$ cat src/rtl/pc_pkg.sv
// pc_pkg: constants shared by the program-counter unit.
//   ST_*  : 2-bit state encodings for the BOOT/RUN/TRAP sequencer.
//   SEL_* : next-PC source select (sequential, branch, jump).
package pc_pkg;

    localparam logic [1:0] ST_BOOT = 2'd0;
    localparam logic [1:0] ST_RUN  = 2'd1;
    localparam logic [1:0] ST_TRAP = 2'd2;

    localparam logic [1:0] SEL_SEQ = 2'd0;
    localparam logic [1:0] SEL_BR  = 2'd1;
    localparam logic [1:0] SEL_JMP = 2'd2;

endpackage

$ cat src/rtl/pc_incr.sv
// pc_incr: combinational PC incrementer, generalised from the fixed +4 adder.
//   pc          : current program counter
//   pc_plus_inc : pc + INC, wrapping modulo 2^WIDTH
module pc_incr #(
    parameter int unsigned WIDTH = 32,
    parameter int unsigned INC   = 4
) (
    input  logic [WIDTH-1:0] pc,
    output logic [WIDTH-1:0] pc_plus_inc
);

    always_comb begin
        pc_plus_inc = pc + WIDTH'(INC);
    end

endmodule

$ cat src/rtl/pc_unit.sv
// pc_unit: program-counter register with next-PC selection, a one-cycle boot
// state, misaligned-redirect trap with exception PC, and a retired counter.
//   clk, rst                   : clock, asynchronous active-high reset
//   stall                      : hold PC, counter and state this cycle
//   branch_taken/branch_target : branch redirect request and destination
//   jump/jump_target           : jump redirect (beats branch) and destination
//   pc, pc_plus_inc            : registered PC and its combinational successor
//   pc_valid                   : pc is an instruction to execute (RUN only)
//   misalign                   : one-cycle pulse after a misaligned redirect
//   epc                        : PC of the instruction whose redirect faulted
//   instr_count                : retired-instruction counter (wraps)
module pc_unit
    import pc_pkg::*;
#(
    parameter int unsigned       WIDTH     = 32,
    parameter int unsigned       INC       = 4,
    parameter logic [WIDTH-1:0]  RESET_VEC = '0,
    parameter logic [WIDTH-1:0]  TRAP_VEC  = WIDTH'('h80),
    parameter int unsigned       CNT_W     = 32
) (
    input  logic             clk,
    input  logic             rst,
    input  logic             stall,
    input  logic             branch_taken,
    input  logic [WIDTH-1:0] branch_target,
    input  logic             jump,
    input  logic [WIDTH-1:0] jump_target,
    output logic [WIDTH-1:0] pc,
    output logic [WIDTH-1:0] pc_plus_inc,
    output logic             pc_valid,
    output logic             misalign,
    output logic [WIDTH-1:0] epc,
    output logic [CNT_W-1:0] instr_count
);

    // Low log2(INC) bits must be zero; INC=1 yields an all-zero mask, which
    // disables the alignment check without any special casing.
    localparam logic [WIDTH-1:0] ALIGN_MASK = WIDTH'(INC - 1);

    logic [1:0]       state_q,    state_d;
    logic [WIDTH-1:0] pc_q,       pc_d;
    logic [WIDTH-1:0] epc_q,      epc_d;
    logic [CNT_W-1:0] cnt_q,      cnt_d;
    logic             misalign_q, misalign_d;

    logic [1:0]       sel;
    logic [WIDTH-1:0] target;
    logic             target_misaligned;

    pc_incr #(
        .WIDTH (WIDTH),
        .INC   (INC)
    ) u_incr (
        .pc          (pc_q),
        .pc_plus_inc (pc_plus_inc)
    );

    always_comb begin
        if (jump) begin
            sel = SEL_JMP;
        end else if (branch_taken) begin
            sel = SEL_BR;
        end else begin
            sel = SEL_SEQ;
        end
    end

    always_comb begin
        case (sel)
            SEL_JMP: target = jump_target;
            SEL_BR:  target = branch_target;
            default: target = pc_plus_inc;
        endcase
    end

    // Only the selected redirect is checked; the sequential successor of an
    // aligned PC is aligned by construction.
    always_comb begin
        target_misaligned = (sel != SEL_SEQ) && ((target & ALIGN_MASK) != '0);
    end

    always_comb begin
        state_d    = state_q;
        pc_d       = pc_q;
        epc_d      = epc_q;
        cnt_d      = cnt_q;
        misalign_d = 1'b0;

        case (state_q)
            ST_BOOT: begin
                if (!stall) begin
                    state_d = ST_RUN;
                end
            end
            ST_RUN: begin
                if (!stall) begin
                    cnt_d = cnt_q + CNT_W'(1);
                    if (target_misaligned) begin
                        pc_d       = TRAP_VEC;
                        epc_d      = pc_q;
                        misalign_d = 1'b1;
                        state_d    = ST_TRAP;
                    end else begin
                        pc_d = target;
                    end
                end
            end
            ST_TRAP: begin
                if (!stall) begin
                    state_d = ST_RUN;
                end
            end
            default: begin
                // Unused encoding: restart cleanly through BOOT.
                state_d = ST_BOOT;
                pc_d    = RESET_VEC;
            end
        endcase
    end

    always_ff @(posedge clk or posedge rst) begin
        if (rst) begin
            state_q    <= ST_BOOT;
            pc_q       <= RESET_VEC;
            epc_q      <= '0;
            cnt_q      <= '0;
            misalign_q <= 1'b0;
        end else begin
            state_q    <= state_d;
            pc_q       <= pc_d;
            epc_q      <= epc_d;
            cnt_q      <= cnt_d;
            misalign_q <= misalign_d;
        end
    end

    always_comb begin
        pc          = pc_q;
        pc_valid    = (state_q == ST_RUN);
        misalign    = misalign_q;
        epc         = epc_q;
        instr_count = cnt_q;
    end

endmodule

$ cat config.mk
export PLATFORM = sky130hd
export DESIGN_NAME = pc_unit
export DESIGN_NICKNAME = d
export VERILOG_FILES = /design/src/rtl/pc_pkg.sv /design/src/rtl/pc_incr.sv /design/src/rtl/pc_unit.sv
export SDC_FILE = /design/constraint.sdc
export NUM_CORES = 1
export LEC_CHECK = 0
export BUFFER_PORTS_ARGS = -buffer_cell sky130_fd_sc_hd__buf_2
export CELL_PAD_IN_SITES_DETAIL_PLACEMENT = 0
export CELL_PAD_IN_SITES_GLOBAL_PLACEMENT = 1
export CORE_AREA = 2 2 142 109
export DETAILED_ROUTE_END_ITERATION = 6
export DIE_AREA = 0 0 144 111
export PLACE_DENSITY = 0.83
export SETUP_SLACK_MARGIN = 0.4
export SLEW_MARGIN = 5
export SYNTH_ARGS = -nofsm -noshare
export SYNTH_HDL_FRONTEND = slang
export SYNTH_SLANG_ARGS = --single-unit
$ cat constraint.sdc
create_clock -name clk -period 3.9 [get_ports clk]
set_input_delay 0.78 -clock clk [delete_from_list [all_inputs] [get_ports clk]]
set_output_delay 0.78 -clock clk [all_outputs]
set_load 0.02 [all_outputs]
# Word-level counts from Yosys, hierarchy flattened
# Index checks and enable logic that the tools add are counted.
dict set report word_totals {
  register_bits 99
  input_bits 69
  latch_bits 0
  elab_cells 38
  ramBits 0
  out_inout_bits 130
  memories 0
  rom_bits 0
}
dict set report op_classes {
  addsub 2
  n_mul 0
  n_reduce_logical 9
  n_eq_ne 7
  n_mux 13
  order_cmp 0
  n_bitwise 2
  div_mod_pow 0
  shifts 0
}
# operator n
set ops {}
lappend ops {{one-hot mux 32 bit (2 select lines)} 2}
lappend ops {{2-to-1 mux 32 bit} 2}
lappend ops {{adder 32 x 1 -> 32 bit (second input constant)} 1}
lappend ops {{adder 32 x 3 -> 32 bit (second input constant)} 1}
lappend ops {{nonzero test 32 bit} 1}
lappend ops {{2-to-1 mux 2 bit} 4}
lappend ops {{AND reduction 3 bit} 2}
lappend ops {{== test 2 x 1 -> 1 bit (second input constant)} 2}
lappend ops {{== test 2 bit (second input constant)} 2}
lappend ops {{2-to-1 mux 1 bit} 4}
lappend ops {{inequality test 2 bit (second input constant)} 2}
lappend ops {{one-hot mux 2 bit (2 select lines)} 1}
lappend ops {{AND reduction 2 bit} 2}
lappend ops {{zero test 2 bit} 1}
lappend ops {{inequality test 2 x 1 -> 1 bit (second input constant)} 1}
lappend ops {{inverter 1 bit} 2}
lappend ops {{nonzero test 2 bit} 1}
lappend ops {{OR reduction 2 bit} 1}
lappend ops {{logical AND 1 bit} 1}

# Depth between registers and ports, before layout
dict set report logic_depth {
  word_depth 9
  depth_mapped 9
  mapped_depth_nobuf 6
}

# Hierarchy
# From an unflattened synthesis, not the netlist that was laid out.
dict set report hier_totals {
  cells_unflattened 503
  hier_area_um2 5193.7
}
# module cells_each instances seq_area_each_um2 area_each_um2
set modules_own_cells {}
lappend modules_own_cells {pc_unit 420 1 2477.4 4613.2}
lappend modules_own_cells {pc_incr 83 1 0.0 580.6}

# Worst setup path before layout
# OpenSTA, ideal clock, no wires.
dict set report synth_timing {
  kind {register to output}
  start {register pc_q[3] (netlist: pc[3])}
  end {output port pc_plus_inc[28]}
  arrival_ns 2.170
  setup_slack_ns 0.950
  stages_incl_launch_ff 7
  t_required_ns 3.120
  n_path_buf 1
  cell_sequence {dfrtp_1 -> ha_1 -> nand3_2 -> or2_0 -> buf_2 -> or4_4 -> xnor2_1}
}
dict set report synth_between {
  elab_chain_cells 1
}
# item line
set synth_rtl {}
lappend synth_rtl {{from (decl)} pc_unit.sv:41} ;# logic [WIDTH-1:0] pc_q, pc_d;
lappend synth_rtl {{from (signal assigned)} pc_unit.sv:130} ;# pc_q <= pc_d;
lappend synth_rtl {{adder 32 x 3 -> 32 bit} pc_incr.sv:13} ;# pc_plus_inc = pc + WIDTH'(INC);
lappend synth_rtl {{to (decl)} pc_unit.sv:29} ;# output logic [WIDTH-1:0] pc_plus_inc,
# Every way passes these cells.

# Worst setup path after layout
dict set report layout_timing {
  start {register pc_q[16] (netlist: pc[16])}
  end {output port pc_plus_inc[28]}
}
# The elaborated chain is that of the path after synthesis.

==> results.md <==
* Cells after synthesis at 536
* Post-DP HPWL at 12980 µm
* Worst Setup SP: pc[16]$_DFFE_PP0P_
* Commonest non-fill, non-tap cell in the layout: buf_2
* Clk_lat worst skew at 0.35 ns
* Clock share of power at 0.230
* Die X at 144 µm
* Yosys Warn Count at 0
* Reg clk slew, reported paths at 0.07 ns
* 1st-pass router iterations at 4
* Hold/Removal Path Class: register to register
* P_sw at 1.709 mW
* Cell area after layout at 6838 µm²
* Vias in the first global route at 4797
* FF+latch count, synth at 99
* CTS root buf: clkbuf_16
* Antenna-violating nets left at 0
* First-pass GRT wire length at 27100 µm
* Max-cap violations at 0
* Final Hold Fails at 0
* Max rail drop VDD at 286.8 µV
* Post-synth ARST share at 1.000
* Worst-path maximum fanout at 10
* Worst r2r dst: pc[31]$_DFFE_PP0P_
* Most frequent cells in the layout: buf_2 (198), dfrtp_1 (98), nand2_1 (48)
* Final period util at 0.8545
* Clock skew at 0.007968 ns
* TritonCTS Buffers at 9
* Die area at 15980 µm²
* Share of layout cells above drive strength 1 at 0.3700
* Combinational Power Share at 0.371
* Synthesis-to-layout area growth at 28.53%
* CTS hold repair buffers at 0
* 1st-iter DRT viols at 340
* GR Overflow Total at 0
* IO buf count at 198
* Hold path cells at 1
* Number of synthesized flops with an enable pin at 0
* Pin count of the biggest net entering global routing at 57
* Placed Area at 6510 µm²
* Initial Util at 0.3598
* Initial antenna violation count at 1
* Bufs and invs on worst path at 1
* Max clock buf depth at 2
* Sequential Power Share at 0.399
* Vias/cell at 5.424
* Sw Ratio at 0.4187
* Post-synthesis cell type count at 64
* Crit path max-delay family: simple AND/OR/NAND/NOR gates
* Max-Slew Margin vs Limit at 0.3619
* Reg-to-Reg Start: state_q[1]$_DFFE_PP0P_
* Syn avg cell area at 9.926 µm²
* Synthesized area at 5320 µm²
* Sequential share of the synthesized area at 0.4657
* Status: finished, final reports clean
* CTS tree: yes
* Htree depth at 3
* Crit path DAT at 2.55 ns
* DR vias at 5061
* Power Internal at 2.373 mW
* Fin crit period at 3.333 ns
* F_max at 300.1 MHz
* Hold_sp: instr_count[31]$_DFFE_PP0P_
* Synth Net Count at 607
* FF-to-FF path depth at 4
* Power per cell area at 597.0 nW/µm²
* Setup violations, final at 0
* Die Span Y at 111 µm
* Least-Margin Pin Slew at 0.9529 ns
* Max-slew violations at 0
* GPL Wtd Cong at 0.9235
* Final net count at 793
* Total negative slack at 0 ns
* Num Clock Sinks at 99
* DR WL/cell at 18.68 µm
* GRT Total Usage at 0.2200
* Req. time, crit path at 3.12 ns
* Slowest stage delay, CP at 0.65 ns
* CP max-delay cell: or4_4
* Routed wire length at 17420 µm
* R2R Setup Slk at 1.45 ns
* Fillers at 1425
* Row cnt at 39
* Critical Path End Type: output pin
* Primary FF master, synth: dfrtp_1
* RSZ-0062 raised after global routing: false
* # DRC at 0
* Hold endpoint: instr_count[31]$_DFFE_PP0P_
* Worst-path cell chain: and4_1 -> nand4_1 -> or4_4 -> xnor2_1 -> buf_2
* Core ar. at 14790 µm²
* LEAKAGE at 3.481 nW
* Crit Path Class: register to output pin
* Ports at 199
* Startpoint Class: register
==> cell usage after synthesis (9+ instances only) <==
cell / count / share of area
dfrtp_1: 99 / 0.47
nand2_1: 49 / 0.035
xnor2_1: 42 / 0.069
nor2_1: 32 / 0.023
o21ai_0: 31 / 0.029
mux2_2: 28 / 0.059
nand3_1: 28 / 0.026
clkbuf_1: 23 / 0.016
nand4_1: 21 / 0.025
xor2_1: 15 / 0.025
a21oi_1: 13 / 0.012
and3_1: 10 / 0.012
inv_1: 10 / 0.0071
a22oi_1: 9 / 0.013
nor3_1: 9 / 0.0085
==> final cells by class <==
cell class / instances / area, µm² / share of cell area
Multi-Input combinational cell: 391 / 2669 / 0.3903
Sequential cell: 99 / 2479 / 0.3625
Timing Repair Buffer: 210 / 1081 / 0.1581
Clock buffer: 13 / 260.3 / 0.03806
Tap cell: 205 / 256.5 / 0.03751
Clock inverter: 3 / 46.29 / 0.006770
Inverter: 11 / 43.79 / 0.006404
Antenna cell: 1 / 2.502 / 0.0003660
==> power groups by stage <==
stage          Combinational (mW)  Clock, mW  Sequential, mW
3_5_place_dp                 1.52          0            1.64
3_3_place_gp                 1.51          0            1.61
2_1_floorplan               0.720          0            1.82
6_report                     1.51      0.939            1.63
5_1_grt                      1.62       1.01            1.67
4_1_cts                      1.52      0.958            1.62
==> how the worst max path moves through the flow <==
stage / end / slack (ns) / cells after the start
after floorplan: epc[0]$_DFFE_PP0P_ / 0.53 / 1
after global placement: pc_plus_inc[29] / 0.79 / 5
after detailed placement: pc_plus_inc[29] / 0.80 / 5
after CTS: pc_plus_inc[28] / 0.55 / 5
after global routing: pc_plus_inc[28] / 0.42 / 6
final: pc_plus_inc[28] / 0.57 / 5
==> metal layers <==
| layer | global-route usage | wire, µm | vias up |
|---|---|---|---|
| li1 | - | - | 2316 |
| met1 | 0.3087 | 7749 | 2525 |
| met2 | 0.3413 | 8166 | 191 |
| met3 | 0.04449 | 1159 | 29 |
| met4 | 0.07059 | 348 | 0 |
| met5 | 0 | 0 | - |
==> worst register-to-register path, stage by stage (launching register included) <==
cell and delay, ns:
dfrtp_1 0.45, nor3b_2 0.64, nand2_1 0.67, or3_1 0.54
nand3_1 0.08
==> per-stage QoR <==
stage               std cells  hold WS, ns  setup slack, ns  power, mW    util
floorplan                 536       0.4961           0.5296      2.538       -
global placement          916       0.4553           0.7885      3.123  0.4403
detailed placement        916       0.4717           0.7967      3.158  0.4403
CTS                       932       0.4896           0.5474      4.101  0.4614
global route              933       0.5004           0.4192      4.296  0.4625
finish                    933       0.4839           0.5674      4.082  0.4625
==> cell families (layout without fill, tap and decap cells) <==
family	count (synthesis)	after routing	share of synthesized area
AND/OR/NAND/NOR	193	193	0.1971
AO/OA/AOI/OAI	104	104	0.1298
flip-flops	99	99	0.4657
XOR/XNOR	57	57	0.09384
buffers and inverters	46	237	0.03645
multiplexers	35	35	0.07244
adder cells (fa/ha/maj)	2	2	0.004703
other	0	1	0
==> timing repair <==
item                                    in CTS  in global routing
endpoints found under the setup margin       1                  4
resized for setup                            1                  4
setup buffers                                0                  0
hold endpoints to repair                     0                  0
==> sequential cells by signal (all words and copies together) (netlist names) <==
name	count
instr_count	32
epc	32
misalign	1
state_q	2
pc	32
(Power assumes the default switching activity.)
